--- src/rtl/mux_scan_n.sv ---
// Registered CH-channel multiplexer with manual select and dwell-timed
// round-robin auto-scan over a channel enable mask.
module mux_scan_n #(
    parameter  int CH    = 4,
    parameter  int W     = 1,
    parameter  int DWELL = 4,
    localparam int SELW  = $clog2(CH)
) (
    input  logic            clk,
    input  logic            rst,
    input  logic [CH*W-1:0] din,
    input  logic            mode,
    input  logic [SELW-1:0] sel,
    input  logic [CH-1:0]   en_mask,
    input  logic            hold,
    output logic [W-1:0]    dout,
    output logic [SELW-1:0] ch,
    output logic            valid,
    output logic            wrap
);

    localparam int DW = $clog2(DWELL + 1);
    localparam logic [DW-1:0] DW_LAST = DW'(DWELL - 1);
    localparam logic [SELW:0] CH_V = CH[SELW:0];

    typedef enum logic [1:0] {
        S_MANUAL,
        S_SCAN,
        S_EMPTY
    } state_t;

    state_t          r_state;
    logic [DW-1:0]   r_dwell;
    logic [W-1:0]    r_dout;
    logic [SELW-1:0] r_ch;
    logic            r_valid;
    logic            r_wrap;

    logic [SELW-1:0] w_lowest;
    logic [SELW-1:0] w_hi;
    logic            w_hi_f;
    logic [SELW-1:0] w_next;
    logic            w_cur_ok;
    logic            w_sel_ok;
    logic [W-1:0]    w_sel_data;
    logic            w_adv;
    logic [SELW-1:0] w_scan_ch;
    logic [W-1:0]    w_scan_data;

    // Next enabled index above cur, else wrap to the lowest enabled one.
    always_comb begin
        w_lowest   = '0;
        w_hi       = '0;
        w_hi_f     = 1'b0;
        w_cur_ok   = 1'b0;
        w_sel_data = '0;
        for (int j = CH - 1; j >= 0; j--) begin
            if (en_mask[j]) begin
                w_lowest = SELW'(j);
                if (j > int'(r_ch)) begin
                    w_hi   = SELW'(j);
                    w_hi_f = 1'b1;
                end
            end
            if (r_ch == SELW'(j)) w_cur_ok = en_mask[j];
            if (sel == SELW'(j)) w_sel_data = din[j*W +: W];
        end
        w_next   = w_hi_f ? w_hi : w_lowest;
        w_sel_ok = ({1'b0, sel} < CH_V);
    end

    always_comb begin
        w_adv       = 1'b0;
        w_scan_ch   = r_ch;
        w_scan_data = '0;
        if (r_state != S_SCAN) begin
            w_scan_ch = w_lowest;
        end else if (!w_cur_ok || (!hold && r_dwell == DW_LAST)) begin
            w_adv     = 1'b1;
            w_scan_ch = w_next;
        end
        for (int k = 0; k < CH; k++) begin
            if (w_scan_ch == SELW'(k)) w_scan_data = din[k*W +: W];
        end
    end

    always_ff @(posedge clk or posedge rst) begin
        if (rst) begin
            r_state <= S_MANUAL;
            r_dwell <= '0;
            r_dout  <= '0;
            r_ch    <= '0;
            r_valid <= 1'b0;
            r_wrap  <= 1'b0;
        end else if (!mode) begin
            r_state <= S_MANUAL;
            r_dwell <= '0;
            r_ch    <= sel;
            r_dout  <= w_sel_ok ? w_sel_data : '0;
            r_valid <= w_sel_ok;
            r_wrap  <= 1'b0;
        end else if (en_mask == '0) begin
            r_state <= S_EMPTY;
            r_dwell <= '0;
            r_dout  <= '0;
            r_valid <= 1'b0;
            r_wrap  <= 1'b0;
        end else begin
            r_state <= S_SCAN;
            r_ch    <= w_scan_ch;
            r_dout  <= w_scan_data;
            r_valid <= 1'b1;
            r_wrap  <= w_adv && (w_scan_ch <= r_ch);
            if (r_state != S_SCAN || w_adv) begin
                r_dwell <= '0;
            end else if (!hold) begin
                r_dwell <= r_dwell + DW'(1);
            end
        end
    end

    assign dout  = r_dout;
    assign ch    = r_ch;
    assign valid = r_valid;
    assign wrap  = r_wrap;

endmodule

--- config.mk ---
export PLATFORM = sky130hd
export DESIGN_NAME = mux_scan_n
export DESIGN_NICKNAME = d
export VERILOG_FILES = /design/src/rtl/mux_scan_n.sv
export SDC_FILE = /design/constraint.sdc
export NUM_CORES = 1
export LEC_CHECK = 0
export ABC_AREA = 1
export CORE_MARGIN = 10
export CORE_UTILIZATION = 24
export CTS_CLUSTER_SIZE = 20
export DETAILED_ROUTE_END_ITERATION = 10
export SKIP_CTS_REPAIR_TIMING = 1
export SLEW_MARGIN = 20
export SYNTH_ARGS = -nofsm -noshare
export SYNTH_HDL_FRONTEND = slang
export SYNTH_SLANG_ARGS = --single-unit
--- constraint.sdc ---
create_clock -name clk -period 2.1 [get_ports clk]
set_clock_uncertainty 0.2 [all_clocks]
set_input_delay 0.21 -clock clk [delete_from_list [all_inputs] [get_ports clk]]
set_output_delay 0.21 -clock clk [all_outputs]
set_load 0.02 [all_outputs]
; Word-level counts from Yosys, hierarchy flattened
; Cells that the tools add are included.
[op_classes]
addsub = 1
magnitude_cmp = 4
eq_ne = 13
muxes = 47
n_reduce_logical = 10
[op_table]
columns = op, n
row1 = two-way mux 2 bit, 17
row2 = two-way mux 1 bit, 26
row3 = == test 2 bit (second input constant), 6
row4 = two-way mux 3 bit, 4
row5 = == test 2 x 1 -> 1 bit (second input constant), 3
row6 = zero test 2 bit, 3
row7 = greater-than comparator 2 bit (first input constant), 2
row8 = zero test 4 bit, 1
row9 = inequality test 4 x 2 -> 1 bit (second input constant), 1
row10 = adder 3 x 1 -> 3 bit (second input constant), 1
row11 = == test 3 x 2 -> 1 bit (second input constant), 1
row12 = greater-than comparator 1 x 2 -> 1 bit (first input constant), 1
row13 = <= comparator 2 bit, 1
row14 = logical AND 1 bit, 2
row15 = zero test 1 bit, 2
row16 = logical OR 1 bit, 2
row17 = inequality test 2 x 1 -> 1 bit (second input constant), 1
row18 = inequality test 2 bit (second input constant), 1
[totals]
ff_bits = 10
input_bits = 14
out_inout_bits = 5
word_cells = 81

; Depth between registers and ports, before layout
[logic_depth]
ltp_word = 17
depth_mapped = 12

; Worst setup path after synthesis
; No wires, ideal clock.
[synth_path]
kind = register -> register
start = register r_dwell[0]
end = register r_wrap, in the netlist wrap
setup_time_ns = 0.094
arrival_ns = 1.853
required_time_ns = 1.806
setup_slack_ns = -0.047
path_stages_with_launch = 11
path_buffers = 0
synth_period_minus_slack_ns = 2.147
cell_sequence = dfrtp_1 ha_1 ha_1 a22oi_4 nand2_2 nand3_2 nand3_2 ha_1 inv_1 o21bai_1 a211oi_1
[synth_between]
elab_chain_len = 9
[synth_lines]
columns = element, line_no
row1 = start: declaration, 33  ; logic [DW-1:0] r_dwell;
row2 = start signal: assignment, 117  ; r_dwell <= r_dwell + DW'(1);
row3 = == test 3 x 2 -> 1 bit *, 78  ; end else if (!w_cur_ok || (!hold && r_dwell == DW_LAST)) begin
row4 = logical AND 1 bit *, 78
row5 = logical OR 1 bit *, 78
row6 = two-way mux 2 bit, 78
row7 = two-way mux 2 bit, 76  ; if (r_state != S_SCAN) begin
row8 = <= comparator 2 bit, 113  ; r_wrap <= w_adv && (w_scan_ch <= r_ch);
row9 = logical AND 1 bit *, 113
row10 = two-way mux 1 bit *, 102  ; end else if (en_mask == '0) begin
row11 = two-way mux 1 bit *, 95  ; end else if (!mode) begin
row12 = end signal: assignment, 113
row13 = end: declaration, 37  ; logic r_wrap;
; Mark *: on every way between the ends. The rest lies on a longest branch, timed or not.
; A chain may end at the register's enable or synchronous reset.

; Final worst setup path
[layout_path]
start = register r_dwell[1]
end = register r_wrap, in the netlist wrap
; The elaborated chain is that of the path after synthesis.

==> impl_metrics.env <==
export IMPL_synth_top_family_by_area="simple AND/OR/NAND/NOR gates"
export IMPL_yosysUniqueCellTypes=20
export IMPL_crit_path_end_kind="flip-flop"
export IMPL_dieArea_um2=5890
export IMPL_comb_power_share_pct=46.1
export IMPL_layout_common_cells="nand2_1, inv_1, buf_4"
export IMPL_relSlewSlack_pct=73.3
export IMPL_synth_simple_area_share_pct=35.4
export IMPL_rr_startpoint="r_dwell[1]$_DFFE_PP0P_"
export IMPL_design_area_um2=1240
export IMPL_clkSinkCount=10
export IMPL_total_power_uw=649
export IMPL_violations="setup timing"
export IMPL_grt_pass1_wl_um=3460
export IMPL_placementRows=20
export IMPL_die_h_um=76.8
export IMPL_r2r_end="wrap$_DFF_PP0_"
export IMPL_yosys_area_share_adder_pct=6.47
export IMPL_grt_max_degree=11
export IMPL_place_hpwl_um=1700
export IMPL_wirelength_um=2110
export IMPL_slowest_delay_ns=0.41
export IMPL_gp_congestion=0.850
export IMPL_layout_nets=170
export IMPL_antenna_found_initial=0
export IMPL_seq_area_frac_synth_pct=32.4
export IMPL_max_vdd_ir_drop_v=0.000168
export IMPL_power_density_nw_per_um2=524
export IMPL_cp_cell_sequence="ha_4 > ha_4 > a22oi_4 > nand2_2 > nand3_4 > nand3_4 > ha_4 > inv_2 > o21bai_1 > a211oi_2"
export IMPL_drt_iter0_markers=10
export IMPL_clock_path_buffers=2
export IMPL_routed_via_density=4.21
export IMPL_finalHoldViolations=0
export IMPL_ys_ff_latch=10
export IMPL_met1_usage_pct=7.77
export IMPL_yosys_mux_area_fraction_pct=0
export IMPL_yosysWarnings=0
export IMPL_grt_ovfl_total=0
export IMPL_fmax_mhz=463
export IMPL_setup_viol=1
export IMPL_cp_startpoint="r_dwell[1]$_DFFE_PP0P_"
export IMPL_synth_top_area_cell="dfrtp_1"
export IMPL_remaining_drc_errors=0
export IMPL_clk_pin_slew_ns=0.07
export IMPL_num_antenna_cells=0
export IMPL_h_tree_depth=1
export IMPL_synth_fp_nets=128
export IMPL_cts_buffers=3
export IMPL_dr_pass1_iters=4
export IMPL_wl_per_cell_um=10.9
export IMPL_cp_required_ns=2.05
export IMPL_pwr_share_clk_pct=20.6
export IMPL_core_area_um2=3080
export IMPL_path_class="flip-flop to flip-flop"
export IMPL_sequentialPowerShare_pct=33.3
export IMPL_met3_usage_pct=2.21
export IMPL_crit_top_cell="ha_4"
export IMPL_slew_violations=0
export IMPL_grt_pass1_vias=824
export IMPL_endpoint="wrap$_DFF_PP0_"
export IMPL_path_max_fanout=4
export IMPL_yosys_top_cells_area="dfrtp_1, nand2_1, inv_1"
export IMPL_vias=816
export IMPL_final_common_cell="nand2_1"
export IMPL_p_leak_uw=0.000621
export IMPL_rsz0062_at_grt="yes"
export IMPL_synth_xor_area_share_pct=1.13
export IMPL_synth_cells=110
export IMPL_crit_path_start_kind="flip-flop"
export IMPL_grt_use_total_pct=7.03
export IMPL_clock_root_buffer="clkbuf_4"
export IMPL_netlist_area_um2=773
export IMPL_io_pins=19
export IMPL_slowest_stage="dfrtp_1"
export IMPL_setup_ws_ns=-0.0613
export IMPL_die_x_um=76.8
export IMPL_power_switching_uw=233
export IMPL_switching_share_pct=35.9
export IMPL_reg2reg_depth=10
export IMPL_syn2layout_area_growth_pct=60.0
export IMPL_worst_slew_pin_slew_ns=0.401
export IMPL_fin_cells=194
export IMPL_port_buffers=18
export IMPL_synth_top_cell_area_share_pct=32.4
export IMPL_clkLatencyLatePin_ns=0.27
export IMPL_start_util_pct=25.1
export IMPL_avgSynthCellArea_um2=7.03
export IMPL_min_path_type="input pin to async pin"
export IMPL_met2_usage_pct=11.9
export IMPL_cts_tree="done"
export IMPL_drive_gt1_share_pct=30.0
export IMPL_status="complete, but fails checks"
export IMPL_layout_min_cycle_time_ns=2.16
export IMPL_ant_nets=0
export IMPL_internal_power_uw=416
export IMPL_fin_crit_sh_pct=103
export IMPL_dpl_cell_count=188
export IMPL_cp_data_arrival_time_ns=2.11
export IMPL_place_area_um2=1130
export IMPL_grt_busiest_layer="met2"
export IMPL_timing_reg2reg_setup_slack_ns=-0.06
export IMPL_synth_compound_area_share_pct=12.9
export IMPL_max_cap_viol_count=0
## final cells by class
type                    count  area (um2)
inverters                  24        90.1
flip-flops and latches     10         250
fillers                   327        1840
multi-input cells          76         497
clock buffers               3        22.5
well taps                  44        55.1
repair buffers             37         323
## through the flow
step | TNS (ns) | util, % | worst slack, ns | hold WS, ns
finish | -0.0613 | 40.2 | -0.0613 | 0.0278
floorplan | 0 | - | 0.00566 | -0.150
CTS | -0.107 | 37.5 | -0.107 | 0.0366
global placement | -0.0651 | 36.7 | -0.0651 | 0.311
global route | -0.236 | 40.2 | -0.153 | 0.0705
detailed placement | -0.118 | 36.7 | -0.118 | 0.320
## cells in the mapped netlist
cell / count
xor2_1: 1
a21oi_1: 5
inv_1: 20
o21ai_2: 1
dfrtp_1: 10
a31oi_1: 1
o221ai_1: 1
a22oi_4: 1
inv_2: 4
nor2_2: 5
nand2_1: 25
o21bai_1: 1
nor2_1: 6
nand2_2: 4
nand3_2: 2
ha_1: 4
nand3_1: 10
nand4_1: 5
a211oi_1: 1
o21ai_0: 3
## worst min path at each step
stage          cells past startpoint                     end  slack (ns)              startpoint
2_1_floorplan                      1       ch[0]$_DFFE_PP0N_       -0.15                     rst
3_3_place_gp                       2  r_dwell[2]$_DFFE_PP0P_        0.31  r_dwell[2]$_DFFE_PP0P_
3_5_place_dp                       2  r_dwell[0]$_DFFE_PP0P_        0.32                     rst
4_1_cts                            2  r_dwell[0]$_DFFE_PP0P_        0.04                     rst
5_1_grt                            2  r_dwell[0]$_DFFE_PP0P_        0.07                     rst
6_report                           2  r_dwell[0]$_DFFE_PP0P_        0.03                     rst
## flip-flops by register name, summed over array words and instances, names as in the netlist
name     count
r_state      2
valid        1
dout         1
r_dwell      3
wrap         1
ch           2
## critical path, delay by kind of cell (launching register included)
| family | cells | cell delay, ns |
|---|---|---|
| AO/OA/AOI/OAI | 3 | 0.46 |
| adder cells (fa/ha/maj) | 3 | 0.62 |
| buffers and inverters | 1 | 0.03 |
| flip-flops | 1 | 0.41 |
| AND/OR/NAND/NOR | 3 | 0.32 |
## routing by layer
metal | up-vias | share of wire (%)
met5 | - | 0
met4 | 0 | 1.7
met3 | 6 | 3.3
met2 | 15 | 49
met1 | 357 | 46
li1 | 438 | -
## power groups by stage
| stage | clock network (uW) | registers (uW) | logic (uW) |
|---|---|---|---|
| final | 134 | 216 | 299 |
| after global routing | 149 | 218 | 330 |
| after CTS | 139 | 216 | 264 |
| after detailed placement | 0 | 219 | 263 |
| after global placement | 0 | 220 | 257 |
| after floorplan | 0 | 233 | 128 |
## kinds of logic (layout without fill, tap and decap cells)
group,Yosys count,in the layout
AND/OR/NAND/NOR,57,57
adder cells (fa/ha/maj),4,4
XOR/XNOR,1,1
flip-flops,10,10
AO/OA/AOI/OAI,14,14
buffers and inverters,24,64
Note: power is estimated with default switching activity, not from simulation.
